[src/rtl/fractal_dispatcher.sv]
// fractal_dispatcher: raster-scans a frame, hands each pixel's complex
// coordinate to the lowest-index idle fractal core, and returns each core's
// iteration count as a tagged (col,row,iter) result on a valid/ready stream.
//
// Ports:
//   clk_i, rst_i           clock, synchronous active-high reset
//   frame_start_i          start-of-frame pulse (honoured in IDLE only)
//   x_start_i, y_start_i   signed 8.24 coordinate of pixel (0,0)
//   step_i                 signed 8.24 per-pixel increment, both axes
//   width_i, height_i      frame size in pixels
//   max_iter_i / _o        iteration limit, latched per frame
//   start_o                per-core one-cycle start pulse
//   x0_o, y0_o             packed per-core coordinates (slice i = core i)
//   iter_i, done_i         packed per-core iteration results / done levels
//   res_valid_o/ready_i    result stream handshake
//   res_col_o/row_o/iter_o result payload
//   busy_o                 high whenever not IDLE
//   frame_done_o           one-cycle pulse at end of frame
module fractal_dispatcher #(
    parameter int unsigned DATA_WIDTH     = 32,
    parameter int unsigned MAX_ITER_WIDTH = 16,
    parameter int unsigned CORE_COUNT     = 16,
    parameter int unsigned COORD_WIDTH    = 12
) (
    input  logic                               clk_i,
    input  logic                               rst_i,
    input  logic                               frame_start_i,
    input  logic [DATA_WIDTH-1:0]              x_start_i,
    input  logic [DATA_WIDTH-1:0]              y_start_i,
    input  logic [DATA_WIDTH-1:0]              step_i,
    input  logic [COORD_WIDTH-1:0]             width_i,
    input  logic [COORD_WIDTH-1:0]             height_i,
    input  logic [MAX_ITER_WIDTH-1:0]          max_iter_i,
    output logic [CORE_COUNT-1:0]              start_o,
    output logic [DATA_WIDTH*CORE_COUNT-1:0]   x0_o,
    output logic [DATA_WIDTH*CORE_COUNT-1:0]   y0_o,
    output logic [MAX_ITER_WIDTH-1:0]          max_iter_o,
    input  logic [MAX_ITER_WIDTH*CORE_COUNT-1:0] iter_i,
    input  logic [CORE_COUNT-1:0]              done_i,
    output logic                               res_valid_o,
    input  logic                               res_ready_i,
    output logic [COORD_WIDTH-1:0]             res_col_o,
    output logic [COORD_WIDTH-1:0]             res_row_o,
    output logic [MAX_ITER_WIDTH-1:0]          res_iter_o,
    output logic                               busy_o,
    output logic                               frame_done_o
);

    localparam int unsigned IDX_W = (CORE_COUNT > 1) ? $clog2(CORE_COUNT) : 1;

    typedef enum logic [1:0] {
        S_IDLE  = 2'd0,
        S_RUN   = 2'd1,
        S_DRAIN = 2'd2,
        S_DONE  = 2'd3
    } state_e;

    state_e state_q, state_d;

    // Frame parameters and raster position
    logic [DATA_WIDTH-1:0]     x_start_q, x_start_d, y_start_q, y_start_d;
    logic [DATA_WIDTH-1:0]     step_q, step_d, cur_x_q, cur_x_d, cur_y_q, cur_y_d;
    logic [COORD_WIDTH-1:0]    width_q, width_d, height_q, height_d;
    logic [COORD_WIDTH-1:0]    col_q, col_d, row_q, row_d;
    logic [MAX_ITER_WIDTH-1:0] max_iter_q, max_iter_d;

    // Per-core state
    logic [CORE_COUNT-1:0]                   cbusy_q, cbusy_d, armed_q, armed_d;
    logic [CORE_COUNT-1:0]                   start_q, start_d;
    logic [CORE_COUNT-1:0][COORD_WIDTH-1:0]  tag_col_q, tag_col_d, tag_row_q, tag_row_d;
    logic [CORE_COUNT-1:0][DATA_WIDTH-1:0]   x0_q, x0_d, y0_q, y0_d;

    // Result register and status
    logic                      res_valid_q, res_valid_d;
    logic [COORD_WIDTH-1:0]    res_col_q, res_col_d, res_row_q, res_row_d;
    logic [MAX_ITER_WIDTH-1:0] res_iter_q, res_iter_d;
    logic                      busy_q, busy_d, frame_done_q, frame_done_d;

    logic [CORE_COUNT-1:0][MAX_ITER_WIDTH-1:0] iter_w;
    logic [CORE_COUNT-1:0]     pend;
    logic                      free_found, pend_found, cap_ok;
    logic [IDX_W-1:0]          free_idx, pend_idx;

    assign iter_w = iter_i;

    // A done level only counts once the core has seen its start pulse
    assign pend   = cbusy_q & armed_q & done_i;
    // Output register can take a new entry when empty or being drained now
    assign cap_ok = !res_valid_q || res_ready_i;

    // Lowest-index idle core and lowest-index pending core
    always_comb begin
        free_found = 1'b0;
        free_idx   = '0;
        pend_found = 1'b0;
        pend_idx   = '0;
        for (int i = CORE_COUNT - 1; i >= 0; i--) begin
            if (!cbusy_q[i]) begin
                free_found = 1'b1;
                free_idx   = IDX_W'(i);
            end
            if (pend[i]) begin
                pend_found = 1'b1;
                pend_idx   = IDX_W'(i);
            end
        end
    end

    // Next-state: FSM, dispatch, raster advance and result collection
    always_comb begin
        state_d      = state_q;
        x_start_d    = x_start_q;
        y_start_d    = y_start_q;
        step_d       = step_q;
        width_d      = width_q;
        height_d     = height_q;
        col_d        = col_q;
        row_d        = row_q;
        cur_x_d      = cur_x_q;
        cur_y_d      = cur_y_q;
        max_iter_d   = max_iter_q;
        cbusy_d      = cbusy_q;
        armed_d      = armed_q | start_q;
        start_d      = '0;
        tag_col_d    = tag_col_q;
        tag_row_d    = tag_row_q;
        x0_d         = x0_q;
        y0_d         = y0_q;
        res_valid_d  = res_valid_q;
        res_col_d    = res_col_q;
        res_row_d    = res_row_q;
        res_iter_d   = res_iter_q;
        frame_done_d = 1'b0;

        if (res_valid_q && res_ready_i) begin
            res_valid_d = 1'b0;
        end
        if (pend_found && cap_ok) begin
            res_valid_d       = 1'b1;
            res_col_d         = tag_col_q[pend_idx];
            res_row_d         = tag_row_q[pend_idx];
            res_iter_d        = iter_w[pend_idx];
            cbusy_d[pend_idx] = 1'b0;
        end

        case (state_q)
            S_IDLE: begin
                if (frame_start_i) begin
                    x_start_d  = x_start_i;
                    y_start_d  = y_start_i;
                    step_d     = step_i;
                    width_d    = width_i;
                    height_d   = height_i;
                    max_iter_d = max_iter_i;
                    col_d      = '0;
                    row_d      = '0;
                    cur_x_d    = x_start_i;
                    cur_y_d    = y_start_i;
                    state_d    = (width_i == '0 || height_i == '0) ? S_DONE : S_RUN;
                end
            end
            S_RUN: begin
                // cbusy_q is used, so a core freed this cycle waits a cycle
                if (free_found) begin
                    x0_d[free_idx]      = cur_x_q;
                    y0_d[free_idx]      = cur_y_q;
                    tag_col_d[free_idx] = col_q;
                    tag_row_d[free_idx] = row_q;
                    cbusy_d[free_idx]   = 1'b1;
                    armed_d[free_idx]   = 1'b0;
                    start_d[free_idx]   = 1'b1;
                    if (col_q == width_q - COORD_WIDTH'(1)) begin
                        col_d   = '0;
                        cur_x_d = x_start_q;
                        row_d   = row_q + COORD_WIDTH'(1);
                        cur_y_d = cur_y_q + step_q;
                        if (row_q == height_q - COORD_WIDTH'(1)) begin
                            state_d = S_DRAIN;
                        end
                    end else begin
                        col_d   = col_q + COORD_WIDTH'(1);
                        cur_x_d = cur_x_q + step_q;
                    end
                end
            end
            S_DRAIN: begin
                if (cbusy_q == '0 && cap_ok) begin
                    state_d = S_DONE;
                end
            end
            S_DONE: begin
                frame_done_d = 1'b1;
                state_d      = S_IDLE;
            end
            default: state_d = S_IDLE;
        endcase

        busy_d = (state_d != S_IDLE);
    end

    // State registers
    always_ff @(posedge clk_i) begin
        if (rst_i) begin
            state_q      <= S_IDLE;
            x_start_q    <= '0;
            y_start_q    <= '0;
            step_q       <= '0;
            width_q      <= '0;
            height_q     <= '0;
            col_q        <= '0;
            row_q        <= '0;
            cur_x_q      <= '0;
            cur_y_q      <= '0;
            max_iter_q   <= '0;
            cbusy_q      <= '0;
            armed_q      <= '0;
            start_q      <= '0;
            tag_col_q    <= '0;
            tag_row_q    <= '0;
            x0_q         <= '0;
            y0_q         <= '0;
            res_valid_q  <= 1'b0;
            res_col_q    <= '0;
            res_row_q    <= '0;
            res_iter_q   <= '0;
            busy_q       <= 1'b0;
            frame_done_q <= 1'b0;
        end else begin
            state_q      <= state_d;
            x_start_q    <= x_start_d;
            y_start_q    <= y_start_d;
            step_q       <= step_d;
            width_q      <= width_d;
            height_q     <= height_d;
            col_q        <= col_d;
            row_q        <= row_d;
            cur_x_q      <= cur_x_d;
            cur_y_q      <= cur_y_d;
            max_iter_q   <= max_iter_d;
            cbusy_q      <= cbusy_d;
            armed_q      <= armed_d;
            start_q      <= start_d;
            tag_col_q    <= tag_col_d;
            tag_row_q    <= tag_row_d;
            x0_q         <= x0_d;
            y0_q         <= y0_d;
            res_valid_q  <= res_valid_d;
            res_col_q    <= res_col_d;
            res_row_q    <= res_row_d;
            res_iter_q   <= res_iter_d;
            busy_q       <= busy_d;
            frame_done_q <= frame_done_d;
        end
    end

    assign start_o      = start_q;
    assign x0_o         = x0_q;
    assign y0_o         = y0_q;
    assign max_iter_o   = max_iter_q;
    assign res_valid_o  = res_valid_q;
    assign res_col_o    = res_col_q;
    assign res_row_o    = res_row_q;
    assign res_iter_o   = res_iter_q;
    assign busy_o       = busy_q;
    assign frame_done_o = frame_done_q;

endmodule

[config.mk]
export PLATFORM = sky130hd
export DESIGN_NAME = fractal_dispatcher
export DESIGN_NICKNAME = d
export VERILOG_FILES = /design/src/rtl/fractal_dispatcher.sv
export SDC_FILE = /design/constraint.sdc
export NUM_CORES = 2
export LEC_CHECK = 0
export ABC_AREA = 1
export BUFFER_PORTS_ARGS = -buffer_cell sky130_fd_sc_hd__clkbuf_2
export CAP_MARGIN = 20
export CELL_PAD_IN_SITES_DETAIL_PLACEMENT = 0
export CELL_PAD_IN_SITES_GLOBAL_PLACEMENT = 1
export CORE_AREA = 2 2 594 596
export DETAILED_ROUTE_END_ITERATION = 10
export DIE_AREA = 0 0 596 598
export PLACE_DENSITY = 0.54
export SLEW_MARGIN = 20
export SYNTH_ARGS = -nofsm -noshare
export SYNTH_HDL_FRONTEND = slang
export SYNTH_SLANG_ARGS = --single-unit
[constraint.sdc]
create_clock -name clk_i -period 3.04 [get_ports clk_i]
set_input_delay 0.152 -clock clk_i [delete_from_list [all_inputs] [get_ports clk_i]]
set_output_delay 0.152 -clock clk_i [all_outputs]
set_load 0.005 [all_outputs]
==> impl_metrics.ini <==
[setup_path]
cp_cell_sequence = inv_1 > o21ai_1 > a21oi_1 > o21ai_1 > a21oi_1 > o21ai_1 > nand2_1 > nand2_1 > nand2_2 > a21oi_4 > buf_4 > nor2_4 > buf_4 > nand3_4 > buf_12 > buf_12 > o22ai_1
required_ns = 3.76
timing.critical_path.from_type = flip-flop
critPathKind = flip-flop to flip-flop
endpoint_kind = flip-flop
critPathSlowestCell = dfxtp_2
critPathMostFrequentCell = o21ai_1
crit_buf_inv = 5
arrival_ns = 3.63
critPathTopFamily = compound AO/OA/AOI/OAI gates
cp_max_fo = 31
cpPeakStageDelay_ns = 0.36

[clocking]
htree_levels = 4
numClockSinks = 1693
cts_max_path_buffers = 4
cts_buffers = 203
tritoncts = yes
root_buffer = clkbuf_16
clock_latency_ns = 0.91
cts.clk_slew.worst_paths_ns = 0.06

[pwr]
finalPower_mw = 53.7
vdd_drop_max_mv = 0.485
power.density_nw_per_um2 = 575
cellLeakagePower_nw = 37.8

[logic_synthesis]
synth_area_leaders = dfxtp_1 51%, nand3_1 12%, o21ai_0 9.9%, inv_1 3.9%, nand2_1 3.7%
synth_top_cell_by_area = dfxtp_1
ys_ff_latch = 1693
syn_avg_cell_area_um2 = 7.92
synth-main-ff-cell = dfxtp_1
syn_nets = 8913
synth_area_um2 = 66800
syn_inst = 8433
synth.top_cell.area_share = 0.507
seq_area_frac_synth = 0.507
ys_types = 61
synth-edff-count = 0
synth_warnings = 0
ys_async_sr_fraction = 0

[final_layout]
post_layout_nonfiller_instances = 15005
synthToLayoutAreaGrowth_pct = 39.9
final_nets = 10682
drive_above_1_share = 0.229
finalInstanceArea_um2 = 93500
fillers = 38249
final_util = 0.266

[grt]
grt_overflow_total = 0
grt_start_max_net_pins = 127
first_global_vias = 69836
grtUsageTotal = 0.217
grt_first_pass_wirelength_um = 558000
grt_antenna_before_repair = 69

[sta]
finalCritPeriodShare = 0.958
rsz0062_at_grt = yes
drv_slew = 0
slew-limit-headroom = 0.254
fin_tns_setup_ns = 0
hold_viol = 0
min_period_ns = 2.91
worst_pin_slew_ns = 1.12
skew_ns = 0.0687
setup_violations = 0
holdWs_ns = 0.0885
max_freq_mhz = 343
worst_slack_ns = 0.126

[detailed_routing]
top_layer_used = met5
drt-met1-wl_um = 162000
wl_met3_um = 31200
wl_per_cell_um = 27.4
route.detailed.drc = 0
viasPerCell = 4.80
vias = 72090
detailroute.wirelength.met2_um = 198000
ant_nets = 0
dr.pass1.iters = 5
drtIter0Drc = 6432
drt-total-wl_um = 411000

[job]
max-cap-violations = 0

[die]
core_um2 = 351000
boundaryPins = 1511
start_util = 0.190
chipHeight_um = 598
die-area_um2 = 356000
fp-row-count = 218
die_x_um = 596

[hold_path]
min_path_type = primary input to flip-flop

[place]
dpl_worst_slack_ns = -0.0823
numPortBuffers = 1510
placed_cells = 14207
dpl.hpwl_um = 286000
placed_cell_area_um2 = 82200
place_congestion = 0.916

[outcome]
outcome = completed
[registers in the layout, indices dropped and copies added, names as in the netlist, 32 cells and up]
signal and flops:
x_start_q 32, cur_x_q 32, x0_o 512, y0_o 512
cur_y_q 32, tag_col_q 192, tag_row_q 192, step_q 32
[timing repair]
item                       in CTS  in global routing
setup endpoints to repair      36                349
cloned                          0                  5
gates resized for setup         1                 34
pin swaps                       0                  7
hold buffers                  395                  0
hold endpoints to repair      192                  0
buffers inserted                0                 10
[synth_stat cells, types with 15 or more instances]
library cell and instances:
o21ai_0 1318, o21ai_1 63, buf_1 94, inv_2 15
dfxtp_1 1693, nor3_1 33, o22ai_1 353, xnor2_1 27
xor2_1 49, nand3_1 1605, nand2_1 658, a21oi_1 224
a31oi_1 17, ha_1 66, or2_2 21, nor4_1 15
nor2_1 385, inv_1 692, buf_2 105, a221oi_1 23
clkbuf_1 563, nand4_1 287
[power by group]
| group | switching, mW | internal (mW) | total (mW) |
|---|---|---|---|
| logic | 3.70 | 1.64 | 5.34 |
| registers | 0.273 | 22.5 | 22.8 |
| clock network | 10.8 | 14.9 | 25.6 |
[cell usage in the layout, fill, tap and decap left out, drive strengths merged, types with 66 or more instances in the layout]
| cell type | count |
|---|---|
| inv | 705 |
| buf | 426 |
| dlygate4sd3 | 395 |
| nand2 | 666 |
| a21oi | 228 |
| clkbuf | 1821 |
| nand3 | 1608 |
| dfxtp | 1693 |
| o22ai | 353 |
| nor2 | 396 |
| ha | 66 |
| o21ai | 1385 |
| nand4 | 290 |
[worst min-delay path, cell delays in order]
cell           delay (ns)
dlygate4sd3_1        0.52
clkbuf_2             0.09
o21ai_0              0.07
nor2_1               0.08
[logic make-up after synthesis]
| logic type | Yosys count | synth area share |
|---|---|---|
| xor gates and xnor gates | 76 | 0.00996 |
| and+or+nand+nor | 3040 | 0.217 |
| AOI/OAI and AO/OA | 2072 | 0.167 |
| buffers and inverters | 1484 | 0.0859 |
| adders and majority gates | 68 | 0.0130 |
| DFF | 1693 | 0.507 |
[per-layer routing]
metal,GRT usage,up-vias
li1,-,32675
met1,0.256,35404
met2,0.377,3256
met3,0.0509,747
met4,0.0897,8
met5,0,-
[worst paths after layout]
kind	start	end	slack (ns)	cells after the start
worst max-delay path	cbusy_q[14]	y0_o[152]	0.13	17
worst min-delay path	max_iter_i[0]	max_iter_o[0]	0.09	4
worst max register to register	cbusy_q[14]	y0_o[152]	0.13	17
worst min register to register	x_start_q[17]	x_start_q[17]	0.46	2
[layout make-up]
class	instances	area, um^2	share of cell area
diodes	22	55.1	0.000589
flip-flops and latches	1693	33900	0.363
clock inverters	58	840	0.00898
clock buffers	308	6090	0.0651
repair buffers	2334	16500	0.176
well taps	4620	5780	0.0619
multi-input cells	5256	27600	0.295
inverters	714	2700	0.0289
No activity file was read; power rests on OpenSTA's default activity.
